File: config.mk
export PLATFORM = sky130hd
export DESIGN_NAME = uart_host_bridge
export DESIGN_NICKNAME = d
export VERILOG_FILES = /design/src/rtl/uart_bridge_pkg.sv /design/src/rtl/uart_bridge_txq.sv /design/src/rtl/uart_host_bridge.sv
export SDC_FILE = /design/constraint.sdc
export NUM_CORES = 1
export LEC_CHECK = 0
export CORE_UTILIZATION = 50
export CTS_BUF_LIST = sky130_fd_sc_hd__clkbuf_2 sky130_fd_sc_hd__clkbuf_4 sky130_fd_sc_hd__clkbuf_8
export DETAILED_ROUTE_END_ITERATION = 10
export PLACE_DENSITY = 0.82
export SYNTH_ARGS = -nofsm -noshare
export SYNTH_HDL_FRONTEND = slang
export SYNTH_HIERARCHICAL = 1
export SYNTH_SLANG_ARGS = --single-unit
File: constraint.sdc
create_clock -name CLK -period 2.8 [get_ports CLK]
set_clock_uncertainty 0.2 [all_clocks]
set_input_delay 0.56 -clock CLK [delete_from_list [all_inputs] [get_ports CLK]]
set_output_delay 0.56 -clock CLK [all_outputs]
set_load 0.05 [all_outputs]
File: src/rtl/uart_bridge_pkg.sv
// Shared types and constants for the CoreUART host bridge.
// States, guard-counter width and the overflow counter ceiling live here.
package uart_bridge_pkg;

    typedef enum logic [1:0] {
        IDLE,
        WR,
        RD,
        GUARD
    } state_e;

    localparam int         GUARD_W = 3;
    localparam logic [7:0] OVF_MAX = 8'hFF;

    function automatic logic [7:0] sat_inc(input logic [7:0] v);
        return (v == OVF_MAX) ? v : v + 8'd1;
    endfunction

endpackage

File: src/rtl/uart_bridge_txq.sv
// Synchronous TX byte FIFO for the bridge; instantiated only when UART_BRIDGE_TXQ_EN is defined.
// full/empty come straight from the registered pointers.
module uart_bridge_txq
    import uart_bridge_pkg::*;
#(
    parameter int DEPTH = 4,
    parameter int W     = 8
) (
    input  logic         CLK,
    input  logic         RESET,
    input  logic         push_i,
    input  logic [W-1:0] wdata_i,
    input  logic         pop_i,
    output logic [W-1:0] rdata_o,
    output logic         full_o,
    output logic         empty_o
);

    localparam int AW = $clog2(DEPTH);

    logic [W-1:0] mem_q [DEPTH];
    logic [AW:0]  wptr_q;
    logic [AW:0]  rptr_q;
    logic         do_push;
    logic         do_pop;

    // Extra pointer MSB distinguishes full from empty when the indices match.
    assign full_o  = (wptr_q[AW] != rptr_q[AW]) && (wptr_q[AW-1:0] == rptr_q[AW-1:0]);
    assign empty_o = (wptr_q == rptr_q);
    assign do_push = push_i & ~full_o;
    assign do_pop  = pop_i & ~empty_o;
    assign rdata_o = mem_q[rptr_q[AW-1:0]];

    always_ff @(posedge CLK or posedge RESET) begin
        if (RESET) begin
            wptr_q <= '0;
            rptr_q <= '0;
        end else begin
            if (do_push) wptr_q <= wptr_q + 1'b1;
            if (do_pop)  rptr_q <= rptr_q + 1'b1;
        end
    end

    always_ff @(posedge CLK) begin
        if (do_push) mem_q[wptr_q[AW-1:0]] <= wdata_i;
    end

endmodule

File: src/rtl/uart_host_bridge.sv
// Stream-to-CoreUART register-port initiator with TX/RX arbitration and post-strobe guard.
// Define UART_BRIDGE_TXQ_EN to replace the single TX holding register with a TXQ_DEPTH FIFO.
module uart_host_bridge
    import uart_bridge_pkg::*;
#(
    parameter int GUARD_CYC = 2,
    parameter int TXQ_DEPTH = 4
) (
    input  logic       CLK,
    input  logic       RESET,
    input  logic [7:0] TX_DATA,
    input  logic       TX_VALID,
    output logic       TX_READY,
    output logic [7:0] RX_DATA,
    output logic [1:0] RX_ERR,
    output logic       RX_VALID,
    input  logic       RX_READY,
    output logic       UART_CSN,
    output logic       UART_WEN,
    output logic       UART_OEN,
    output logic [7:0] UART_WDATA,
    input  logic [7:0] UART_RDATA,
    input  logic       UART_TXRDY,
    input  logic       UART_RXRDY,
    input  logic       UART_PARITY_ERR,
    input  logic       UART_FRAMING_ERR,
    input  logic       UART_OVERFLOW,
    output logic [7:0] OVF_COUNT
);

    localparam logic [GUARD_W-1:0] GUARD_INIT = GUARD_W'(GUARD_CYC);

    if (GUARD_CYC < 1 || GUARD_CYC > 7) begin : g_guard_chk
        $error("uart_host_bridge: GUARD_CYC must be in 1..7");
    end
    if (TXQ_DEPTH < 2 || (TXQ_DEPTH & (TXQ_DEPTH - 1)) != 0) begin : g_depth_chk
        $error("uart_host_bridge: TXQ_DEPTH must be a power of 2, at least 2");
    end

    state_e             state_q;
    logic [GUARD_W-1:0] guard_q;
    logic               csn_q, wen_q, oen_q;
    logic [7:0]         wdata_q;
    logic [7:0]         rx_data_q;
    logic [1:0]         rx_err_q;
    logic               rx_valid_q;
    logic               last_was_rd_q;
    logic               ovf_prev_q;
    logic [7:0]         ovf_cnt_q;

    logic       tx_held;
    logic [7:0] tx_head;
    logic       tx_push;
    logic       tx_pop;
    logic       rx_take;
    logic       rd_ok;
    logic       wr_ok;
    logic       pick_rd;
    logic       pick_wr;

    assign tx_push = TX_VALID & TX_READY;
    assign tx_pop  = (state_q == WR);
    assign rx_take = rx_valid_q & RX_READY;
    assign rd_ok   = UART_RXRDY & (~rx_valid_q | RX_READY);
    assign wr_ok   = UART_TXRDY & tx_held;
    // Under contention the previous grant decides, so a pending read never waits behind two writes.
    assign pick_rd = rd_ok & (~wr_ok | ~last_was_rd_q);
    assign pick_wr = wr_ok & ~pick_rd;

`ifdef UART_BRIDGE_TXQ_EN
    logic q_full;
    logic q_empty;
    logic rdy_en_q;

    uart_bridge_txq #(
        .DEPTH (TXQ_DEPTH),
        .W     (8)
    ) u_txq (
        .CLK     (CLK),
        .RESET   (RESET),
        .push_i  (tx_push),
        .wdata_i (TX_DATA),
        .pop_i   (tx_pop),
        .rdata_o (tx_head),
        .full_o  (q_full),
        .empty_o (q_empty)
    );

    always_ff @(posedge CLK or posedge RESET) begin
        if (RESET) rdy_en_q <= 1'b0;
        else       rdy_en_q <= 1'b1;
    end

    assign tx_held  = ~q_empty;
    assign TX_READY = rdy_en_q & ~q_full;
`else
    logic       tx_full_q;
    logic       tx_full_d;
    logic [7:0] tx_hold_q;
    logic       tx_ready_q;

    always_comb begin
        tx_full_d = tx_full_q;
        if (tx_pop)  tx_full_d = 1'b0;
        if (tx_push) tx_full_d = 1'b1;
    end

    always_ff @(posedge CLK or posedge RESET) begin
        if (RESET) begin
            tx_full_q  <= 1'b0;
            tx_hold_q  <= '0;
            tx_ready_q <= 1'b0;
        end else begin
            tx_full_q  <= tx_full_d;
            tx_ready_q <= ~tx_full_d;
            if (tx_push) tx_hold_q <= TX_DATA;
        end
    end

    assign tx_held  = tx_full_q;
    assign tx_head  = tx_hold_q;
    assign TX_READY = tx_ready_q;
`endif

    always_ff @(posedge CLK or posedge RESET) begin
        if (RESET) begin
            state_q       <= IDLE;
            guard_q       <= GUARD_INIT;
            csn_q         <= 1'b1;
            wen_q         <= 1'b1;
            oen_q         <= 1'b1;
            wdata_q       <= '0;
            rx_data_q     <= '0;
            rx_err_q      <= '0;
            rx_valid_q    <= 1'b0;
            last_was_rd_q <= 1'b0;
            ovf_prev_q    <= 1'b0;
            ovf_cnt_q     <= '0;
        end else begin
            ovf_prev_q <= UART_OVERFLOW;
            if (UART_OVERFLOW && !ovf_prev_q) ovf_cnt_q <= sat_inc(ovf_cnt_q);
            if (rx_take) rx_valid_q <= 1'b0;

            case (state_q)
                IDLE: begin
                    if (guard_q != '0) begin
                        guard_q <= guard_q - GUARD_W'(1);
                    end else if (pick_rd) begin
                        state_q       <= RD;
                        csn_q         <= 1'b0;
                        oen_q         <= 1'b0;
                        last_was_rd_q <= 1'b1;
                    end else if (pick_wr) begin
                        state_q       <= WR;
                        csn_q         <= 1'b0;
                        wen_q         <= 1'b0;
                        wdata_q       <= tx_head;
                        last_was_rd_q <= 1'b0;
                    end
                end
                RD: begin
                    rx_data_q  <= UART_RDATA;
                    rx_err_q   <= {UART_FRAMING_ERR, UART_PARITY_ERR};
                    rx_valid_q <= 1'b1;
                    csn_q      <= 1'b1;
                    oen_q      <= 1'b1;
                    guard_q    <= GUARD_INIT;
                    state_q    <= GUARD;
                end
                WR: begin
                    csn_q   <= 1'b1;
                    wen_q   <= 1'b1;
                    guard_q <= GUARD_INIT;
                    state_q <= GUARD;
                end
                GUARD: begin
                    if (guard_q <= GUARD_W'(1)) begin
                        guard_q <= '0;
                        state_q <= IDLE;
                    end else begin
                        guard_q <= guard_q - GUARD_W'(1);
                    end
                end
                default: begin
                    csn_q   <= 1'b1;
                    wen_q   <= 1'b1;
                    oen_q   <= 1'b1;
                    state_q <= IDLE;
                end
            endcase
        end
    end

    assign UART_CSN   = csn_q;
    assign UART_WEN   = wen_q;
    assign UART_OEN   = oen_q;
    assign UART_WDATA = wdata_q;
    assign RX_DATA    = rx_data_q;
    assign RX_ERR     = rx_err_q;
    assign RX_VALID   = rx_valid_q;
    assign OVF_COUNT  = ovf_cnt_q;

endmodule

==> impl_metrics.toml <==
[status]
run_status = "complete, no violations"

[cells_and_area]
post_route_cells_drive_above_1_share_pct = 23.8
layout.cells.non_filler = 262
antenna_cells_inserted = 0
finalInstanceArea_um2 = 2770
syn_to_final_growth_pct = 34.4
finalNetCount = 247

[floorplan]
initial_core_util_pct = 54.3
dieWidth_um = 66.2
fp.coreArea_um2 = 3800
ioPinCount = 56
num_rows = 22
overall_die_area_um2 = 4390
die_h_um = 66.2

[routing]
route.detailed.drc = 0
vias_per_cell = 5.19
final_antenna_net_count = 0
wirelength_um = 3900
drt-pass1-iter-count = 4
initialDrtViolationCount = 86
routed_wl_per_cell_um = 14.9
routed-via-count = 1361

[critical_path]
worst_path_maximum_fanout = 3
slowest_delay_ns = 0.79
cp.arrival_ns = 1.63
cp_top_family = "buffers and inverters"
worstSetupStartpointType = "flop"
rr_worst_depth = 5
cp.depth = 1
cp_slowest_cell = "sky130_fd_sc_hd__clkdlybuf4s50_1"
critical_path.endpoint_type = "output port"
worst_ep_required_time_ns = 2.04
path_cells = "clkdlybuf4s50_1"
criticalPathCategory = "flop to output port"
path_buf_inv = 1

[synthesis]
proportion_of_synthesized_chip_area_in_sequential_cells_pct = 57.2
syn_avg_cell_area_um2 = 13.7
synthesis.instances = 151
synth.top_cells.by_area = "sky130_fd_sc_hd__dfrtp_1, sky130_fd_sc_hd__mux2_2, sky130_fd_sc_hd__ha_1, sky130_fd_sc_hd__dfstp_2, sky130_fd_sc_hd__xnor2_1"
synth.cell_area_um2 = 2060
yosys.cell_types.count = 30
synth_top_area_cell = "sky130_fd_sc_hd__dfrtp_1"
synth_top_area_share_pct = 52.2
synth.ff_latch_count = 47
synth.yosys.warnings = 6
postSynthNetCount = 185

[pwr]
p_total_mw = 3.48
power-per-cell-area_nw_per_um2 = 1250
vdd.ir_drop.worst_uv = 740
p_leak_nw = 1.23

[clocking]
clk_pin_slew_ns = 0.08
insertion_delay_ns = 0.29
postCtsHoldBufs = 0
clock_tree.buffer_depth = 2
tritoncts.num_buffers = 5
post_cts_resize_count = 0
post_cts.repair.setup_buffers = 0
clock_sink_count = 47
cts_tree = "yes"
htreeDepth = 2
cts.root.buffer_cell = "sky130_fd_sc_hd__clkbuf_8"

[timing]
achievable-frequency_mhz = 418
min_period_over_period_pct = 85.4
setup_viol_count_final = 0
worst_pin_slew_ns = 0.578
post-route-worst-setup-slack_ns = 0.409
period_needed_ns = 2.39
worst_slew_margin_rel_pct = 61.4
final_max_slew_viol_count = 0
finalHoldViolations = 0
rsz0062_at_grt = "no"
setup-tns-final_ns = 0

[global_route]
grt_pass1_vias = 1434
grt_first_pass_wirelength_um = 6660
grt_max_degree = 48
global_route.overflow_total = 0
grt_antenna_before_repair = 0
gr-usage-all-layers_pct = 20.5

[place]
dpl_cell_area_um2 = 2680
port_buffers = 55
dp_hpwl_um = 2920
place.gp.congestion = 0.748
placedCellCount = 254
dp_worst_setup_slack_ns = 0.256

[min_path]
hold_path_class = "flop to flop"
hold_path_depth = 2

[flow_run]
drv.max_cap_violation_count = 0
-- power breakdown --
group | leakage [nW] | total [mW] | internal [mW] | switching [mW]
clock network | 0.0517 | 0.414 | 0.209 | 0.206
registers | 0.569 | 1.19 | 0.993 | 0.193
logic | 0.608 | 1.88 | 0.758 | 1.12
-- per-layer routing --
layer  track usage (%)  vias to the layer above  part of all wire (%)
li1                  -                      654                     -
met1              27.1                      680                    44
met2              32.4                       21                    51
met3              4.14                        6                   3.0
met4              9.31                        0                   1.2
met5                 0                        -                     0
-- path summary, 6_finish.rpt --
check                           start             to  slack (ns)
max in group asynchronous       RESET       UART_OEN        1.49
max                          UART_CSN       UART_CSN        0.41
min in group asynchronous       RESET   OVF_COUNT[6]        0.54
max reg2reg                state_q[0]  UART_WDATA[6]        0.47
min                          UART_WEN       UART_WEN        0.30
min reg2reg                  UART_WEN       UART_WEN        0.30
-- cell usage in the layout (no fill, tap or decap), drive strengths merged, types with 3 or more instances in the layout --
| cell | instances |
|---|---|
| mux2 | 30 |
| nand2b | 5 |
| dfstp | 4 |
| o21ai | 7 |
| clkdlybuf4s50 | 55 |
| inv | 10 |
| clkbuf | 7 |
| ha | 9 |
| and3 | 3 |
| dfrtp | 43 |
| nand2 | 8 |
| xnor2 | 7 |
-- Yosys cell counts (all sizes together) --
cell type / instances
dfrtp: 43
mux2: 30
inv: 10
ha: 9
nand2: 8
o21ai: 7
xnor2: 7
nand2b: 5
dfstp: 4
and3: 3
a21oi: 2
a311oi: 2
nand3: 2
nand4: 2
nor2: 2
o311a: 2
or2: 2
a2111o: 1
a22o: 1
a31oi: 1
and2: 1
and4: 1
buf: 1
mux2i: 1
nand3b: 1
o21bai: 1
o31ai: 1
xor2: 1
-- cells by family after synthesis --
logic type | synth area share, %
muxes | 16.9
DFF | 57.2
and+or+nand+nor | 7.70
adders and majority gates | 5.46
xor gates and xnor gates | 3.40
buffers and inverters | 2.00
AOI/OAI and AO/OA | 7.34
-- worst min-delay path, stage by stage, from the launching register on --
cell and delay, ns:
sky130_fd_sc_hd__dfstp_2 0.37, sky130_fd_sc_hd__inv_1 0.04, sky130_fd_sc_hd__o21ai_0 0.08
-- sequential cells by signal, summed over array words and instances (netlist names) --
name / flops
UART_WEN: 1
state_q: 2
UART_OEN: 1
tx_full_q: 1
RX_VALID: 1
RX_ERR: 2
TX_READY: 1
tx_head: 8
RX_DATA: 8
guard_q: 3
UART_CSN: 1
OVF_COUNT: 8
last_was_rd_q: 1
ovf_prev_q: 1
UART_WDATA: 8
-- through the flow --
step                util [%]  hold slack, ns
finish                  73.0           0.297
global route            73.0           0.322
CTS                     73.0           0.300
detailed placement      70.5           0.288
global placement        70.5           0.282
floorplan                  -           0.248
-- cell type report --
class / instances / area [µm²]
Sequential cell: 47 / 1180
Fill cell: 269 / 1030
Multi-Input combinational cell: 93 / 841
Timing Repair Buffer: 56 / 558
Clock buffer: 7 / 90.1
Tap cell: 48 / 60.1
Inverter: 10 / 37.5
Clock inverter: 1 / 5.00
No activity file was read; power rests on OpenSTA's default activity.
